## src/rtl/vga_scan_if.sv

```systemverilog
// Scan-controller to pixel-generator bundle: run request in, timing and coordinates out.
interface vga_scan_if #(
    parameter int CW = 10
);
    logic          run;
    logic          busy;
    logic          pix_tick;
    logic          hsync;
    logic          vsync;
    logic          video_on;
    logic [CW-1:0] pixel_x;
    logic [CW-1:0] pixel_y;
    logic          frame_start;

    modport master (
        input  run,
        output busy, pix_tick, hsync, vsync, video_on, pixel_x, pixel_y, frame_start
    );

    modport slave (
        output run,
        input  busy, pix_tick, hsync, vsync, video_on, pixel_x, pixel_y, frame_start
    );
endinterface

```

## src/rtl/vga_scan_controller.sv

```systemverilog
// VGA scan sequencer: pixel-tick divider, horizontal/vertical scan counters and
// sync/blanking decode, with a run/stop handshake that only stops on a frame boundary.
//
//   state | meaning
//   ------+----------------------------------------------------------------
//   IDLE  | not scanning; divider and counters held at 0, syncs high
//   RUN   | scanning; end of frame wraps to (0,0) with frame_start
//   DRAIN | scanning, run dropped; stops at end of frame unless run returns
module vga_scan_controller #(
    parameter int CLK_DIV  = 4,
    parameter int CW       = 10,
    parameter int H_ACTIVE = 640,
    parameter int H_FP     = 16,
    parameter int H_SYNC   = 96,
    parameter int H_BP     = 48,
    parameter int V_ACTIVE = 480,
    parameter int V_FP     = 10,
    parameter int V_SYNC   = 2,
    parameter int V_BP     = 33
) (
    input  logic       Clk,
    input  logic       Reset,
    vga_scan_if.master bus
);
    localparam int H_TOTAL = H_ACTIVE + H_FP + H_SYNC + H_BP;
    localparam int V_TOTAL = V_ACTIVE + V_FP + V_SYNC + V_BP;
    localparam int DW      = (CLK_DIV > 1) ? $clog2(CLK_DIV) : 1;

    localparam logic [DW-1:0] DIV_LAST = DW'(CLK_DIV - 1);
    localparam logic [CW-1:0] H_LAST   = CW'(H_TOTAL - 1);
    localparam logic [CW-1:0] V_LAST   = CW'(V_TOTAL - 1);

    // Phase bounds kept 32 bits wide so a sync window ending at 2**CW still compares correctly.
    localparam int unsigned H_VIS  = H_ACTIVE;
    localparam int unsigned HS_BEG = H_ACTIVE + H_FP;
    localparam int unsigned HS_END = H_ACTIVE + H_FP + H_SYNC;
    localparam int unsigned V_VIS  = V_ACTIVE;
    localparam int unsigned VS_BEG = V_ACTIVE + V_FP;
    localparam int unsigned VS_END = V_ACTIVE + V_FP + V_SYNC;

    typedef enum logic [1:0] {
        IDLE  = 2'd0,
        RUN   = 2'd1,
        DRAIN = 2'd2
    } state_t;

    state_t        state, state_nxt;
    logic [DW-1:0] div, div_nxt;
    logic [CW-1:0] h_cnt, h_nxt;
    logic [CW-1:0] v_cnt, v_nxt;
    logic          tick;
    logic          eof;
    logic          fs_nxt;
    logic          busy_nxt;
    logic          tick_nxt;
    logic          hsync_nxt;
    logic          vsync_nxt;
    logic          video_nxt;
    logic [31:0]   h_wide;
    logic [31:0]   v_wide;

    // Next state, divider/counter advance and decode of the outputs for the next cycle
    always_comb begin
        state_nxt = state;
        div_nxt   = div;
        h_nxt     = h_cnt;
        v_nxt     = v_cnt;
        fs_nxt    = 1'b0;
        tick      = (state != IDLE) && (div == DIV_LAST);
        eof       = tick && (h_cnt == H_LAST) && (v_cnt == V_LAST);

        if (state != IDLE) begin
            if (tick) begin
                div_nxt = '0;
                if (h_cnt == H_LAST) begin
                    h_nxt = '0;
                    v_nxt = (v_cnt == V_LAST) ? '0 : v_cnt + 1'b1;
                end else begin
                    h_nxt = h_cnt + 1'b1;
                end
            end else begin
                div_nxt = div + 1'b1;
            end
        end

        // Counters wrap to (0,0) on the end-of-frame tick, so falling back to IDLE
        // there already leaves them cleared.
        case (state)
            IDLE: begin
                if (bus.run) begin
                    state_nxt = RUN;
                    fs_nxt    = 1'b1;
                end
            end
            RUN: begin
                fs_nxt = eof;
                if (!bus.run) begin
                    state_nxt = DRAIN;
                end
            end
            DRAIN: begin
                if (bus.run) begin
                    state_nxt = RUN;
                    fs_nxt    = eof;
                end else if (eof) begin
                    state_nxt = IDLE;
                end
            end
            default: state_nxt = IDLE;
        endcase

        h_wide    = 32'(h_nxt);
        v_wide    = 32'(v_nxt);
        busy_nxt  = (state_nxt != IDLE);
        tick_nxt  = busy_nxt && (div_nxt == DIV_LAST);
        hsync_nxt = !(busy_nxt && (h_wide >= HS_BEG) && (h_wide < HS_END));
        vsync_nxt = !(busy_nxt && (v_wide >= VS_BEG) && (v_wide < VS_END));
        video_nxt = busy_nxt && (h_wide < H_VIS) && (v_wide < V_VIS);
    end

    // State, counters and all outputs registered together so syncs match the coordinates
    always_ff @(posedge Clk) begin
        if (!Reset) begin
            state           <= IDLE;
            div             <= '0;
            h_cnt           <= '0;
            v_cnt           <= '0;
            bus.busy        <= 1'b0;
            bus.pix_tick    <= 1'b0;
            bus.hsync       <= 1'b1;
            bus.vsync       <= 1'b1;
            bus.video_on    <= 1'b0;
            bus.frame_start <= 1'b0;
        end else begin
            state           <= state_nxt;
            div             <= div_nxt;
            h_cnt           <= h_nxt;
            v_cnt           <= v_nxt;
            bus.busy        <= busy_nxt;
            bus.pix_tick    <= tick_nxt;
            bus.hsync       <= hsync_nxt;
            bus.vsync       <= vsync_nxt;
            bus.video_on    <= video_nxt;
            bus.frame_start <= fs_nxt;
        end
    end

    // Coordinates are the counter registers themselves
    assign bus.pixel_x = h_cnt;
    assign bus.pixel_y = v_cnt;
endmodule
```

## src/flat_wrapper.sv

```systemverilog
// flat-port wrapper written by rule: the top's interface ports become plain ports
module vga_scan_controller_flat 
#(
    parameter int CLK_DIV  = 4,
    parameter int CW       = 10,
    parameter int H_ACTIVE = 640,
    parameter int H_FP     = 16,
    parameter int H_SYNC   = 96,
    parameter int H_BP     = 48,
    parameter int V_ACTIVE = 480,
    parameter int V_FP     = 10,
    parameter int V_SYNC   = 2,
    parameter int V_BP     = 33
)
  (Clk, Reset, bus_run, bus_busy, bus_pix_tick, bus_hsync, bus_vsync, bus_video_on, bus_pixel_x, bus_pixel_y, bus_frame_start);
  vga_scan_if #(.CW(CW)) bus_i ();
  input  logic Clk;
  input  logic Reset;
  input wire logic [$bits(bus_i.run)-1:0] bus_run;
  output wire logic [$bits(bus_i.busy)-1:0] bus_busy;
  output wire logic [$bits(bus_i.pix_tick)-1:0] bus_pix_tick;
  output wire logic [$bits(bus_i.hsync)-1:0] bus_hsync;
  output wire logic [$bits(bus_i.vsync)-1:0] bus_vsync;
  output wire logic [$bits(bus_i.video_on)-1:0] bus_video_on;
  output wire logic [$bits(bus_i.pixel_x)-1:0] bus_pixel_x;
  output wire logic [$bits(bus_i.pixel_y)-1:0] bus_pixel_y;
  output wire logic [$bits(bus_i.frame_start)-1:0] bus_frame_start;
  assign bus_i.run = bus_run;
  assign bus_busy = bus_i.busy;
  assign bus_pix_tick = bus_i.pix_tick;
  assign bus_hsync = bus_i.hsync;
  assign bus_vsync = bus_i.vsync;
  assign bus_video_on = bus_i.video_on;
  assign bus_pixel_x = bus_i.pixel_x;
  assign bus_pixel_y = bus_i.pixel_y;
  assign bus_frame_start = bus_i.frame_start;
  vga_scan_controller #(.CLK_DIV(CLK_DIV), .CW(CW), .H_ACTIVE(H_ACTIVE), .H_FP(H_FP), .H_SYNC(H_SYNC), .H_BP(H_BP), .V_ACTIVE(V_ACTIVE), .V_FP(V_FP), .V_SYNC(V_SYNC), .V_BP(V_BP)) u_core (.Clk(Clk), .Reset(Reset), .bus(bus_i));
endmodule
```

## config.mk

```make
export PLATFORM = sky130hd
export DESIGN_NAME = vga_scan_controller_flat
export DESIGN_NICKNAME = d
export VERILOG_FILES = /design/src/rtl/vga_scan_if.sv /design/src/rtl/vga_scan_controller.sv /design/src/flat_wrapper.sv
export SDC_FILE = /design/constraint.sdc
export NUM_CORES = 1
export LEC_CHECK = 0
export ABC_AREA = 1
export BUFFER_PORTS_ARGS = -buffer_cell sky130_fd_sc_hd__buf_2
export CORE_UTILIZATION = 55
export CTS_CLUSTER_DIAMETER = 40
export DETAILED_ROUTE_END_ITERATION = 10
export PLACE_DENSITY = 0.81
export SYNTH_ARGS = -nofsm -noshare
export SYNTH_HDL_FRONTEND = slang
export SYNTH_SLANG_ARGS = --single-unit
export TNS_END_PERCENT = 5
```

## constraint.sdc

```tcl
create_clock -name Clk -period 2.1 [get_ports Clk]
set_input_delay 0.315 -clock Clk [delete_from_list [all_inputs] [get_ports Clk]]
set_output_delay 0.315 -clock Clk [all_outputs]
set_load 0.01 [all_outputs]
```

* Word level (Yosys, flattened, before mapping)
Cells that the tools add are included.
Widths: inputs -> output; s select.
** Word-level totals
- Register bits :: 30
- Latch bits :: 0
- Bits in writable memories :: 0
- Memory bits (read-only) :: 0
- Input port bits :: 3
- Output and inout bits :: 26
- Word-level logic and storage cells :: 57
- Memories kept :: 0
** Operators by class
- Add/sub/neg operators :: 3
- Multiply operators :: 0
- Divide/modulo/power cells :: 0
- $lt $le $gt $ge :: 6
- Equality and inequality tests :: 6
- Shifts and indexed selects :: 0
- Muxes and demuxes :: 17
- Bitwise logic cells :: 0
- Reductions and logical operators :: 15
** Operators by type and width (number)
- $mux 10 :: 7
- $add 10x1->10 const B :: 2
- $eq 10x10->1 const B :: 2
- $lt 10x10->1 const B :: 2
- $lt 10x9->1 const B :: 2
- $mux 2 :: 6
- $ge 10x10->1 const B :: 1
- $ge 10x9->1 const B :: 1
- $logic_and 1x1->1 :: 10
- $eq 2x2->1 const B :: 3
- $pmux 2 s3 :: 1
- $reduce_bool 2->1 :: 2
- $pmux 1 s3 :: 1
- $add 2x1->2 const B :: 1
- $eq 2x1->1 const B :: 1
- $logic_not 1->1 :: 2
- $logic_not 2->1 :: 1
- $mux 1 :: 2

* Longest topological paths before layout
- Word-level depth :: 11
- Gate-level depth with buffers :: 14
- Mapped depth without buffers :: 14

* Worst setup path after synthesis
No wires, ideal clock.
- Path type :: register to register
- From :: reg u_core.h_cnt[0] (netlist: u_core.bus.pixel_x[0])
- To :: reg u_core.bus.video_on
- Library setup time :: 0.111 ns
- Arrival :: 1.580 ns
- Required time :: 1.989 ns
- Path slack :: 0.409 ns
- Cell stages (with the launch flop) :: 14
- Buffers on the path :: 1
- Period minus slack after synthesis :: 1.691 ns
- Path through :: dfxtp_1 -> ha_1 -> nand2_1 -> nor2_4 -> nand2_2 -> nor2_8 -> buf_8 -> nand4_2 -> nand2_1 -> nand2_1 -> nor2_1 -> nand2_1 -> nand2_1 -> nor2_1
** Between the ends
- Cells in the longest elaborated chain, start to end :: 9
- Elaborated cells between the ends (all ways) :: 18
- Those cells by class :: add/sub (1); order compare (2); eq/ne (1); mux (9); reduce/logical (5)
** RTL lines
- start, declared :: RTL line vga_scan_controller.sv:49 : logic [CW-1:0] h_cnt, h_nxt;
- start signal, assigned :: RTL line vga_scan_controller.sv:137 : h_cnt <= h_nxt;
- parallel branches: the longest is 8 deep, another holds $add 10x1->10
- $logic_and 1x1->1 * :: RTL line vga_scan_controller.sv:118 : video_nxt = busy_nxt && (h_wide < H_VIS) && (v_wide < V_VIS);
- end signal, assigned :: RTL line vga_scan_controller.sv:143 : bus.video_on <= video_nxt;
- end, declared :: RTL line vga_scan_if.sv:17 : output busy, pix_tick, hsync, vsync, video_on, pixel_x, pixel_y, frame_start
Every way passes the cells marked *.
A chain may end at the register's enable or synchronous reset.

* Final worst setup path
- From :: reg u_core.h_cnt[0] (netlist: u_core.bus.pixel_x[0])
- To :: reg u_core.bus.vsync
** Between the ends
- Cells in the longest elaborated chain, start to end :: 10
- Elaborated cells between the ends (all ways) :: 15
- Those cells by class :: order compare (2); eq/ne (1); mux (6); reduce/logical (6)
** RTL lines
- $eq 10x10->1 * :: RTL line vga_scan_controller.sv:70, vga_scan_controller.sv:75
- parallel branches: the longest is 7 deep, another holds $ge 10x9->1
- $logic_and 1x1->1 * :: RTL line vga_scan_controller.sv:117 : vsync_nxt = !(busy_nxt && (v_wide >= VS_BEG) && (v_wide < VS_END));
- $logic_not 1->1 * :: RTL line vga_scan_controller.sv:117
- end signal, assigned :: RTL line vga_scan_controller.sv:142 : bus.vsync <= vsync_nxt;
- end, declared :: RTL line vga_scan_if.sv:17
Marked as above.

==> impl_metrics.tcl <==
set metrics [dict create \
    clkLatencyLatePin_ns 0.34 \
    timing.slew.headroom_pct 53.80 \
    grt_pass1_vias 1479 \
    layout-area-overhead-vs-synth_pct 14.14 \
    layout.nets 298 \
    yosys_warnings 0 \
    synth_seq_area_share_pct 35.35 \
    final_area_um2 1939 \
    fillCellCount 260 \
    run_status "complete, but fails checks" \
    groute.usage.overall_pct 25.12 \
    design_power_total_mw 1.019 \
    detail_route.wirelength_um 3952 \
    p_leak_nw 0.9312 \
    synth_compound_gate_area_share_pct 6.996 \
    setup-violations-final 0 \
    number_of_max_slew_violations_in_the_final_report 0 \
    ctsRootBufferMaster "sky130_fd_sc_hd__clkbuf_4" \
    final_cell_mix "55 x sky130_fd_sc_hd__nand2_1, 48 x sky130_fd_sc_hd__nor2_1, 34 x sky130_fd_sc_hd__inv_1, 30 x sky130_fd_sc_hd__dfxtp_1, 28 x sky130_fd_sc_hd__buf_2" \
    largest_net_degree_at_the_start_of_global_routing 22 \
    post_synthesis_share_of_cell_area_spent_on_and_or_nand_and_nor_gates_pct 44.04 \
    clk_transition_reported_paths_ns 0.10 \
    timing_worst_slew_pin_value_ns 0.6922 \
    achievable-frequency_ghz 0.5323 \
    most_common_library_cell_in_the_layout_ignoring_fill_and_taps "sky130_fd_sc_hd__nand2_1" \
    dpl_cell_area_um2 1846 \
    ioPinCount 29 \
    syn_inst 257 \
    clock_power_share_pct 37.6 \
    fin_skew_ns 0.005420 \
    worstHoldPathType "input pin to register" \
    num_antenna_cells 0 \
    cap_violations 0 \
    netSwitchingPower_mw 0.2620 \
    drt-pass1-iter-count 7 \
    cp_data_required_time_ns 2.34 \
    cp.arrival_ns 2.11 \
    synth.mux.area_fraction_pct 0 \
    critical_path.max_fanout 15 \
    cts_max_path_buffers 2 \
    die_span_y_um 57.58 \
    detail-route-antenna-nets 0 \
    postLayoutCoreUtil_pct 67.98 \
    rows 19 \
    ys_async_sr_fraction_pct 0 \
    drt-vias-per-instance 5.316 \
    setup_slack_ns 0.2212 \
    timing.critical_path.from_type "register" \
    vdd.ir_drop.worst_uv 471.2 \
    grt_total_ovfl 0 \
    mappedNetlistArea_um2 1699 \
    layout_min_cycle_time_ns 1.879 \
    cts_buffers 5 \
    p_int_mw 0.7568 \
    post_drt_wl_per_cell_um 12.24 \
    worst_setup_path_end_kind "register" \
    power.combinational.fraction_pct 5.0 \
    gp_congestion 0.8965 \
    dominantRegCellSynth "sky130_fd_sc_hd__dfxtp_1" \
    place_worst_setup_slack_ns 0.2209 \
    numClockSinks 30 \
    synth_edf_count 0 \
    die_area_um2 3315 \
    adder_and_majority_gate_portion_of_the_synthesized_area_pct 2.946 \
    p_sw_share_pct 25.71 \
    dpl.hpwl_um 2774 \
    synthesis.area_per_instance_um2 6.611 \
    hold_viol 0 \
    p_seq_share_pct 57.4 \
    post_synth_xor_area_fraction_pct 1.031 \
    htreeDepth 2 \
    violated_checks "design-rule violations" \
    grt_first_pass_wirelength_um 6334 \
    floorplan.initialDensity_pct 59.56 \
    setup_total_negative_slack_ns 0 \
    combinational_family_with_the_most_area_after_synthesis "simple AND/OR/NAND/NOR gates" \
    cts_hold_buf 0 \
    cts_resized 0 \
    buffer_ports.inserted 28 \
    number_of_drc_markers_after_the_initial_detailed_route_iteration 93 \
    layout_worst_path_cycle_share_pct 89.47 \
    path_class "register to register" \
    final_layout_size_suffix_gt1_share_pct 18.84 \
    die_width_um 57.58 \
    number_of_different_library_cells_in_the_post_synthesis_netlist 30 \
    drcViolationCount 3 \
    core_area_um2 2853 \
    post-cts-setup-buffers 0 \
    tritoncts_clock_tree "built" \
    unrepaired_setup_endpoints_after_global_routing "false" \
    antenna_found_initial 0 \
    detailed_route_via_count 1717 \
    yosys_register_bits 30 \
    power.density_cell_area_nw_per_um2 525.3 \
    syn_nets 264 \
]
## Yosys cell counts, drive strengths merged, types with 3 or more instances
cell    instances  area (um^2)
nand2          58        225.2
o21ai          11        58.80
nand4          11        75.07
ha              4        50.05
nand3b          4        30.03
inv            35        131.4
nor2           55        247.7
buf             3        25.02
nand3          26        135.1
nor3            3        15.01
dfxtp          30        600.6
a21oi           6        30.03
## critical path, stage by stage (launching register included)
cell and delay, ns:
sky130_fd_sc_hd__dfxtp_1 0.40, sky130_fd_sc_hd__ha_1 0.21, sky130_fd_sc_hd__nand2_1 0.10, sky130_fd_sc_hd__nor2_4 0.14
sky130_fd_sc_hd__nand2_2 0.10, sky130_fd_sc_hd__nor2_8 0.22, sky130_fd_sc_hd__inv_2 0.11, sky130_fd_sc_hd__o21ai_1 0.20
sky130_fd_sc_hd__nand3_1 0.10, sky130_fd_sc_hd__nor2_1 0.11, sky130_fd_sc_hd__nand3b_1 0.07
## path summary, 6_finish.rpt
kind                    startpoint               end  slack (ns)  cells past startpoint
max          u_core.bus.pixel_x[0]  u_core.bus.vsync        0.22                     10
min reg2reg          u_core.div[1]     u_core.div[1]        0.52                      2
max reg2reg  u_core.bus.pixel_x[0]  u_core.bus.vsync        0.22                     10
min                        bus_run   u_core.state[0]        0.26                      3
## layout make-up
type	count	area, um^2	share of cell area (%)
Tap cell	31	38.79	2.000
Clock buffer	6	51.30	2.645
Multi-Input combinational cell	187	934.6	48.19
Inverter	35	131.4	6.774
Sequential cell	30	600.6	30.97
Clock inverter	2	12.51	0.6452
Timing Repair Buffer	32	170.2	8.774
## routing by layer
layer | vias up | share of wire (%) | track usage [%]
met5 | - | 0 | 0
met4 | 0 | 2.4 | 11.50
met3 | 12 | 6.3 | 5.896
met2 | 53 | 48 | 40.03
met1 | 765 | 44 | 32.16
li1 | 887 | - | -
## power by group through the flow
stage                     logic (mW)  clock network, mW  registers, mW
after floorplan               0.0317                  0          0.599
after global placement        0.0495                  0          0.597
after detailed placement      0.0501                  0          0.597
after CTS                     0.0509              0.388          0.584
after global routing          0.0580              0.414          0.586
final                         0.0513              0.383          0.584
## cells by family after synthesis
kind of cell | Yosys count
AO/OA/AOI/OAI | 21
XOR/XNOR | 2
buffers and inverters | 40
AND/OR/NAND/NOR | 160
adder cells (fa/ha/maj) | 4
flip-flops | 30
## state kept, by name (all words and copies together), names as in the netlist
signal,cells
u_core.bus.busy,1
u_core.div,2
u_core.bus.pixel_y,10
u_core.bus.frame_start,1
u_core.bus.pixel_x,10
u_core.bus.hsync,1
u_core.state,2
u_core.bus.video_on,1
u_core.bus.vsync,1
u_core.bus.pix_tick,1
## stage by stage
step                      hold slack (ns)  std cells
after detailed placement           0.5055        311
after floorplan                    0.4635        257
after CTS                          0.2580        319
final                              0.2615        323
after global routing               0.2634        323
after global placement             0.4959        311
Power figures use the tool's default switching activity.
